`src/rtl/uart_tx_arbiter.sv`:
```
// uart_tx_arbiter
// Shares one Uart8 transmitter between NUM_REQ byte-stream requesters.
// Ownership is granted round-robin per packet: the owner keeps the UART
// until its byte flagged "last" has been sent, so packets never interleave.
// The block also runs the Uart8 handshake (tx_start pulse, wait for busy,
// wait for done) and aborts a byte if the UART never reports busy.

module uart_tx_arbiter #(
    parameter int NUM_REQ      = 3,
    parameter int ID_W         = 2,
    parameter int BUSY_TIMEOUT = 1023
) (
    input  logic                  clk,
    input  logic                  rst,
    input  logic [NUM_REQ-1:0]    req_valid,
    input  logic [8*NUM_REQ-1:0]  req_data,
    input  logic [NUM_REQ-1:0]    req_last,
    output logic [NUM_REQ-1:0]    req_ready,
    output logic                  grant_valid,
    output logic [ID_W-1:0]       grant_id,
    output logic                  tx_en,
    output logic                  tx_start,
    output logic [7:0]            tx_data,
    input  logic                  tx_busy,
    input  logic                  tx_done,
    output logic                  err_timeout
);

    // Counter must be able to hold BUSY_TIMEOUT itself.
    localparam int CNT_W = (BUSY_TIMEOUT < 2) ? 1 : $clog2(BUSY_TIMEOUT + 1);

    typedef enum logic [2:0] {
        IDLE,
        ARB,
        LOAD,
        START,
        WAIT_BUSY,
        WAIT_DONE,
        ACK
    } state_t;

    state_t            state_q, state_d;
    logic [ID_W-1:0]   rr_ptr_q, rr_ptr_d;
    logic              grant_valid_q, grant_valid_d;
    logic [ID_W-1:0]   grant_id_q, grant_id_d;
    logic [7:0]        tx_data_q, tx_data_d;
    logic              last_q, last_d;
    logic              err_timeout_q, err_timeout_d;
    logic [CNT_W-1:0]  cnt_q, cnt_d;
    logic              tx_en_q, tx_en_d;

    // View of the current owner's request lines
    logic              sel_valid;
    logic [7:0]        sel_data;
    logic              sel_last;

    // Result of the round-robin search
    logic              arb_found;
    logic [ID_W-1:0]   arb_id;

    // Pointer to the requester after the current owner, wrapping at NUM_REQ
    logic [ID_W-1:0]   rr_next;

    // Multiplex the granted requester's valid/data/last without indexing past NUM_REQ
    always_comb begin
        sel_valid = 1'b0;
        sel_data  = 8'h00;
        sel_last  = 1'b0;
        for (int i = 0; i < NUM_REQ; i++) begin
            if (grant_id_q == ID_W'(i)) begin
                sel_valid = req_valid[i];
                sel_data  = req_data[8*i +: 8];
                sel_last  = req_last[i];
            end
        end
    end

    // Search rr_ptr, rr_ptr+1, ... for the first valid requester; walking the
    // offsets downward lets the smallest offset win the final assignment
    always_comb begin
        arb_found = 1'b0;
        arb_id    = '0;
        for (int k = NUM_REQ - 1; k >= 0; k--) begin
            int idx;
            idx = (int'(rr_ptr_q) + k) % NUM_REQ;
            if (req_valid[idx]) begin
                arb_found = 1'b1;
                arb_id    = ID_W'(idx);
            end
        end
    end

    // Next round-robin start point once the current owner releases the UART
    always_comb begin
        if (grant_id_q == ID_W'(NUM_REQ - 1)) begin
            rr_next = '0;
        end else begin
            rr_next = grant_id_q + ID_W'(1);
        end
    end

    // Next-state and datapath updates for the arbitration / handshake FSM
    always_comb begin
        state_d       = state_q;
        rr_ptr_d      = rr_ptr_q;
        grant_valid_d = grant_valid_q;
        grant_id_d    = grant_id_q;
        tx_data_d     = tx_data_q;
        last_d        = last_q;
        err_timeout_d = err_timeout_q;
        cnt_d         = cnt_q;
        tx_en_d       = 1'b1;

        case (state_q)
            IDLE: begin
                if (|req_valid) begin
                    state_d = ARB;
                end
            end

            ARB: begin
                if (arb_found) begin
                    grant_id_d    = arb_id;
                    grant_valid_d = 1'b1;
                    state_d       = LOAD;
                end else begin
                    state_d = IDLE;
                end
            end

            LOAD: begin
                // A stalled owner keeps the lock; we simply wait here
                if (sel_valid) begin
                    tx_data_d = sel_data;
                    last_d    = sel_last;
                    state_d   = START;
                end
            end

            START: begin
                cnt_d   = '0;
                state_d = WAIT_BUSY;
            end

            WAIT_BUSY: begin
                if (tx_busy) begin
                    state_d = WAIT_DONE;
                end else if (cnt_q >= CNT_W'(BUSY_TIMEOUT)) begin
                    err_timeout_d = 1'b1;
                    state_d       = ACK;
                end else begin
                    cnt_d = cnt_q + CNT_W'(1);
                end
            end

            WAIT_DONE: begin
                // Busy dropping without a done pulse still ends the byte
                if (tx_done || !tx_busy) begin
                    state_d = ACK;
                end
            end

            ACK: begin
                if (last_q) begin
                    grant_valid_d = 1'b0;
                    rr_ptr_d      = rr_next;
                    state_d       = IDLE;
                end else begin
                    state_d = LOAD;
                end
            end

            default: begin
                state_d = IDLE;
            end
        endcase
    end

    // State and datapath registers, all cleared asynchronously
    always_ff @(posedge clk or posedge rst) begin
        if (rst) begin
            state_q       <= IDLE;
            rr_ptr_q      <= '0;
            grant_valid_q <= 1'b0;
            grant_id_q    <= '0;
            tx_data_q     <= 8'h00;
            last_q        <= 1'b0;
            err_timeout_q <= 1'b0;
            cnt_q         <= '0;
            tx_en_q       <= 1'b0;
        end else begin
            state_q       <= state_d;
            rr_ptr_q      <= rr_ptr_d;
            grant_valid_q <= grant_valid_d;
            grant_id_q    <= grant_id_d;
            tx_data_q     <= tx_data_d;
            last_q        <= last_d;
            err_timeout_q <= err_timeout_d;
            cnt_q         <= cnt_d;
            tx_en_q       <= tx_en_d;
        end
    end

    // Consume pulse goes only to the owner, and only while acknowledging
    always_comb begin
        req_ready = '0;
        if (state_q == ACK) begin
            for (int i = 0; i < NUM_REQ; i++) begin
                if (grant_id_q == ID_W'(i)) begin
                    req_ready[i] = 1'b1;
                end
            end
        end
    end

    assign tx_start    = (state_q == START);
    assign tx_data     = tx_data_q;
    assign tx_en       = tx_en_q;
    assign grant_valid = grant_valid_q;
    assign grant_id    = grant_id_q;
    assign err_timeout = err_timeout_q;

endmodule

```
`config.mk`:
```
export PLATFORM = sky130hd
export DESIGN_NAME = uart_tx_arbiter
export DESIGN_NICKNAME = d
export VERILOG_FILES = /design/src/rtl/uart_tx_arbiter.sv
export SDC_FILE = /design/constraint.sdc
export NUM_CORES = 1
export LEC_CHECK = 0
export BUFFER_PORTS_ARGS = -buffer_cell sky130_fd_sc_hd__buf_2
export CORE_MARGIN = 1
export CORE_UTILIZATION = 35
export DETAILED_ROUTE_END_ITERATION = 10
export PLACE_DENSITY = 0.67
export REMOVE_ABC_BUFFERS = 1
export SLEW_MARGIN = 25
export SYNTH_ARGS = -nofsm -noshare
export SYNTH_HDL_FRONTEND = slang
export SYNTH_SLANG_ARGS = --single-unit
```
`constraint.sdc`:
```
create_clock -name clk -period 1.87 [get_ports clk]
set_clock_uncertainty 0.1 [all_clocks]
set_input_delay 0.4675 -clock clk [delete_from_list [all_inputs] [get_ports clk]]
set_output_delay 0.4675 -clock clk [all_outputs]
set_load 0.02 [all_outputs]
```
* Word level (Yosys, flattened, before mapping) *
Index checks and enable logic that the tools add are counted.

word-level totals
  flip-flop bits (word level) = 29

operators by class
  reduce and logical (&&, ||, !) cells = 14
  add/sub/neg operators = 4
  divide/modulo/power cells = 3
  bitwise logic cells = 1
  multiplexer cells = 43
  equality and inequality tests = 16
  magnitude comparators = 4

operators by type and width
  kind                   count
  $lt 32x4->1 const B    3
  $mod 32x3->32 const B  2
  $mod 3x3->32 const B   1
  $mux 8                 3
  $pmux 3 s7             1
  $mux 1                 20
  $mux 10                2
  $pmux 10 s2            1
  $mux 3                 6
  $ne 2x2->1 const B     7
  $mux 2                 6
  $add 10x1->10 const B  1
  $ge 10x10->1 const B   1
  $eq 3x3->1 const B     3
  $reduce_and 3->1       3
  $bmux 1 s2             3
  $eq 3x2->1 const B     2
  $reduce_and 2->1       3
  $reduce_and 4->1       1
  $reduce_bool 2->1      2
  $add 2x1->3 const B    1
  $add 2x2->3 const B    1
  $eq 3x1->1 const B     1
  $logic_not 3->1        1
  10 further kinds       10

* Logic depth before layout (Yosys ltp) *
  word-level depth = 10
  mapped depth = 6
  depth with buffers taken out = 6

* Worst setup path after synthesis *
No wires, ideal clock.

  path type = flip-flop to output port
  start = register grant_id_q[1] (netlist: grant_id[1])
  end = output port req_ready[2]
  required time = 1302 ps
  slack = -315 ps
  stages on the path, launching flop included = 4
  path buffers = 2
  arrival = 1618 ps
  cells stage by stage = dfrtp_1 buf_2 buf_1 nor3b_1

on the way
  longest elaborated chain between the ends = 3

ends and longest elaborated chain
  element                 line  text
  from (decl)             45    logic [ID_W-1:0] grant_id_q, grant_id_d;
  from (signal assigned)  195   grant_id_q <= grant_id_d;
  $eq 2x2->1              209   if (grant_id_q == ID_W'(i)) begin
  $mux 1                  209
  $mux 3                  207   if (state_q == ACK) begin
  to (decl)               18    output logic [NUM_REQ-1:0] req_ready,

Every way passes these cells.

* Worst setup path in the final report *
  start = register rr_ptr_q[0]
  end = register grant_id_q[0] (netlist: grant_id[0])

on the way
  longest elaborated chain between the ends = 9

ends and longest elaborated chain
  element                                     line  text
  from (decl)                                 43    logic [ID_W-1:0] rr_ptr_q, rr_ptr_d;
  from (signal assigned)                      193   rr_ptr_q <= rr_ptr_d;
  $add 2x2->3                                 85    idx = (int'(rr_ptr_q) + k) % NUM_REQ;
  $mod 32x3->32                               85
  $bmux 1 s2                                  86    if (req_valid[idx]) begin
  $mux 1 (implied by the code) (2 in series)  86
  $mux 1 (3 in series)                        86
  $reduce_and 2->1 (no source line)           --

Several ways; a longest one is shown, not always the timed one. The select of a mux whose other input is x is not followed.
A chain may end at the register's enable or synchronous reset.

==> key figures <==
Place
  • Final HPWL DP: 3.34 mm
  • Port Buf Inserts: 50
  • Dpl cells: 346
  • Dpl ws: -0.266 ns
  • Routability cong.: 0.881

Worst setup path
  • Worst stage delay on the critical path: 0.40 ns
  • Worst setup startpoint: rr_ptr_q[0]$_DFFE_PP0P_
  • R2R depth: 7
  • Critical Path RT: 1.94 ns
  • Critical path's slowest cell: dfrtp_1
  • R2r setup slk: -0.15 ns
  • Crit. End Element: flop
  • Buf/Inv on CP: 2
  • Critical Path Most Common Cell: buf_4
  • CP top delay family: compound AO/OA/AOI/OAI gates
  • Setup CP Type: flop to flop
  • Worst r2r dst: grant_id[0]$_DFFE_PP0P_
  • Crit path cell chain: buf_4 > ha_2 > nand2b_1 > o22ai_2 > o41ai_2 > buf_4 > mux2_4
  • Worst r2r src: rr_ptr_q[0]$_DFFE_PP0P_
  • Critical path data arrival time: 2.08 ns
  • Startpoint Class: flop
  • Max FO, Critical Path: 4

Pwr
  • Reg power frac: 23.9%
  • Total Power: 4.07 mW
  • Power share of the combinational group: 56.9%
  • Switching power: 1.51 mW
  • Max rail drop VDD: 629 µV
  • Leak Pwr: 1.35 nW
  • Pwr dens: 1450 nW/µm²
  • Switching share of total power: 37.0%
  • Internal: 2.57 mW
  • Clock network power share: 19.2%

Clocking
  • CTS tree: yes
  • CTS H-tree depth: 2
  • Worst-case clock buffer depth: 2
  • CTS root buf: clkbuf_8
  • Worst skew pair latency: 0.28 ns
  • Clk sink count: 29
  • CTS Buf Count: 5
  • CTS clk-pin slew, worst paths: 0.07 ns

STA
  • Final Max Slew Viols: 0
  • Final WS setup: -0.148 ns
  • F_max: 496 MHz
  • Fin crit period: 2.02 ns
  • Setup tns final: -0.521 ns
  • Final Hold Viols: 0
  • Final setup violation count: 6
  • RSZ-0062 raised after global routing: true
  • Final Cycle Share: 108%

Route
  • Drt wl/cell: 13.0 µm
  • DR iter-0 viols: 96
  • Number of routed nets with antenna violations: 0
  • Vias per cell: 5.04
  • Detailed Route WL: 4.80 mm
  • Total number of vias: 1863
  • DRT Pass-1 Iters: 4
  • DRC Markers: 0

Status
  • Violated checks: setup timing
  • Status: finished, violations left

Floorplan
  • I/O Pins: 51
  • Die Span X: 75.2 µm
  • Rows: 26
  • CORE AREA: 5140 µm²
  • Initial Util: 36.5%
  • Die area: 5650 µm²
  • DIE HEIGHT: 75.2 µm

Final layout
  • Layout area overhead: 50.1%
  • Layout cell share with drive strength beyond 1: 44.7%
  • Finished Layout Cells: 370
  • Post-layout util: 54.7%
  • Fin nets: 338
  • N_diodes: 0

Run
  • Max-cap check violation count: 0

GRT
  • First-pass GRT wire length: 7.49 mm
  • Grt ovf: 0
  • Largest net degree at the start of global routing: 30
  • Initial antenna violation count: 0
  • All-Layer GR Usage: 17.8%
  • Vias in the first global route: 1649

Min path
  • Worst Hold Class: input port to async pin

Logic synthesis
  • Synth Area per Inst: 9.37 µm²
  • Ys flop type: dfrtp_1
  • Synth async-reset ratio: 100%
  • Synth Instances: 200
  • Ys Warns: 0
  • Post-synth EDFFs: 0
  • Post-synth cell types: 43
  • Sequential share of the synthesized area: 38.7%
  • Cell Area, Synth: 1870 µm²
  • Synth Register Bits: 29
area by class of cell:
class                   count  area [µm²]
repair buffers            101         674
inverters                   8        30.0
flip-flops and latches     29         728
clock inverters             3        65.1
fillers                   479        2330
well taps                  70        87.6
multi-input cells         154        1160
clock buffers               5        68.8
layer usage:
metal	track usage (%)	up-vias	wire length (µm)
met5	0	-	0
met4	6.79	0	46
met3	4.55	5	217
met2	29.7	54	2330
met1	22.2	877	2210
li1	-	927	-
registers in the layout (all words and copies together), names as in the netlist:
register     flops
cnt_q           10
tx_data          8
state_q          3
grant_id         2
rr_ptr_q         2
err_timeout      1
grant_valid      1
last_q           1
tx_en            1
worst max-delay path by stage:
stage / cells past startpoint / endpoint / slack, ns
floorplan: 4 / last_q$_DFFE_PP0P_ / -0.27
global placement: 6 / grant_id[0]$_DFFE_PP0P_ / -0.18
detailed placement: 6 / grant_id[0]$_DFFE_PP0P_ / -0.27
CTS: 6 / grant_id[1]$_DFFE_PP0P_ / -0.12
global route: 7 / grant_id[0]$_DFFE_PP0P_ / -0.22
finish: 7 / grant_id[0]$_DFFE_PP0P_ / -0.15
cell usage in the layout, fill, tap and decap left out, types with 3 or more instances in the layout:
cell type and n:
a31oi_1 4, inv_2 3, o211ai_1 5, nor2b_1 3
inv_1 5, buf_6 5, dfrtp_1 27, and2_1 4
o31ai_1 5, nand2b_1 5, nand2_1 24, buf_2 46
a21oi_1 7, buf_4 49, mux2_1 8, nor2_1 10
nand4b_1 3, mux2i_1 13, clkbuf_8 5, o21ai_0 15
timing repair:
item / 4_1_cts / 5_1_grt
gates resized for setup: 10 / 20
buffers inserted: 6 / 10
endpoints found under the setup margin: 7 / 14
pin swaps: 4 / 4
hold buffers: 0 / 0
metrics by stage:
| stage | instance area, µm² | hold WS, ns |
|---|---|---|
| after global placement | 2450 | 0.349 |
| after CTS | 2670 | 0.152 |
| after detailed placement | 2450 | 0.343 |
| after global routing | 2810 | 0.168 |
| final | 2810 | 0.139 |
| after floorplan | 1840 | 0.396 |
worst reg2reg max path: stages, from the launching register on:
cell and delay, ns:
dfrtp_1 0.40, buf_4 0.16, ha_2 0.21, nand2b_1 0.13, o22ai_2 0.10, o41ai_2 0.33, buf_4 0.18, mux2_4 0.29
Yosys cell counts (3+ instances only):
cell / instances / area (µm²)
nand2_1: 24 / 90.1
o211ai_1: 5 / 37.5
o31ai_1: 5 / 37.5
nand4b_1: 3 / 26.3
nand2b_1: 5 / 31.3
or3_1: 3 / 18.8
nor3_1: 3 / 15.0
ha_1: 5 / 62.6
a21oi_1: 8 / 40.0
inv_1: 7 / 26.3
dfrtp_1: 29 / 726
nor3b_1: 3 / 22.5
mux2i_1: 14 / 140
clkbuf_1: 6 / 22.5
a31oi_1: 4 / 25.0
nor2_1: 10 / 37.5
and2_1: 5 / 31.3
o21ai_0: 15 / 75.1
mux2_1: 10 / 113
nor2b_1: 4 / 25.0
logic make-up after synthesis:
family | share of synthesized area (%)
and+or+nand+nor | 22.9
AOI/OAI and AO/OA | 16.6
DFF | 38.7
muxes | 14.7
buffers and inverters | 3.54
adders and majority gates | 3.34
other | 0.200
power by group through the flow:
| stage | sequential [mW] | combinational [mW] | clock [mW] |
|---|---|---|---|
| finish | 0.974 | 2.32 | 0.783 |
| global route | 1.00 | 2.53 | 0.828 |
| CTS | 0.977 | 2.12 | 0.800 |
| detailed placement | 0.989 | 1.92 | 0 |
| global placement | 0.980 | 1.91 | 0 |
| floorplan | 1.21 | 0.863 | 0 |
(Power assumes the default switching activity.)
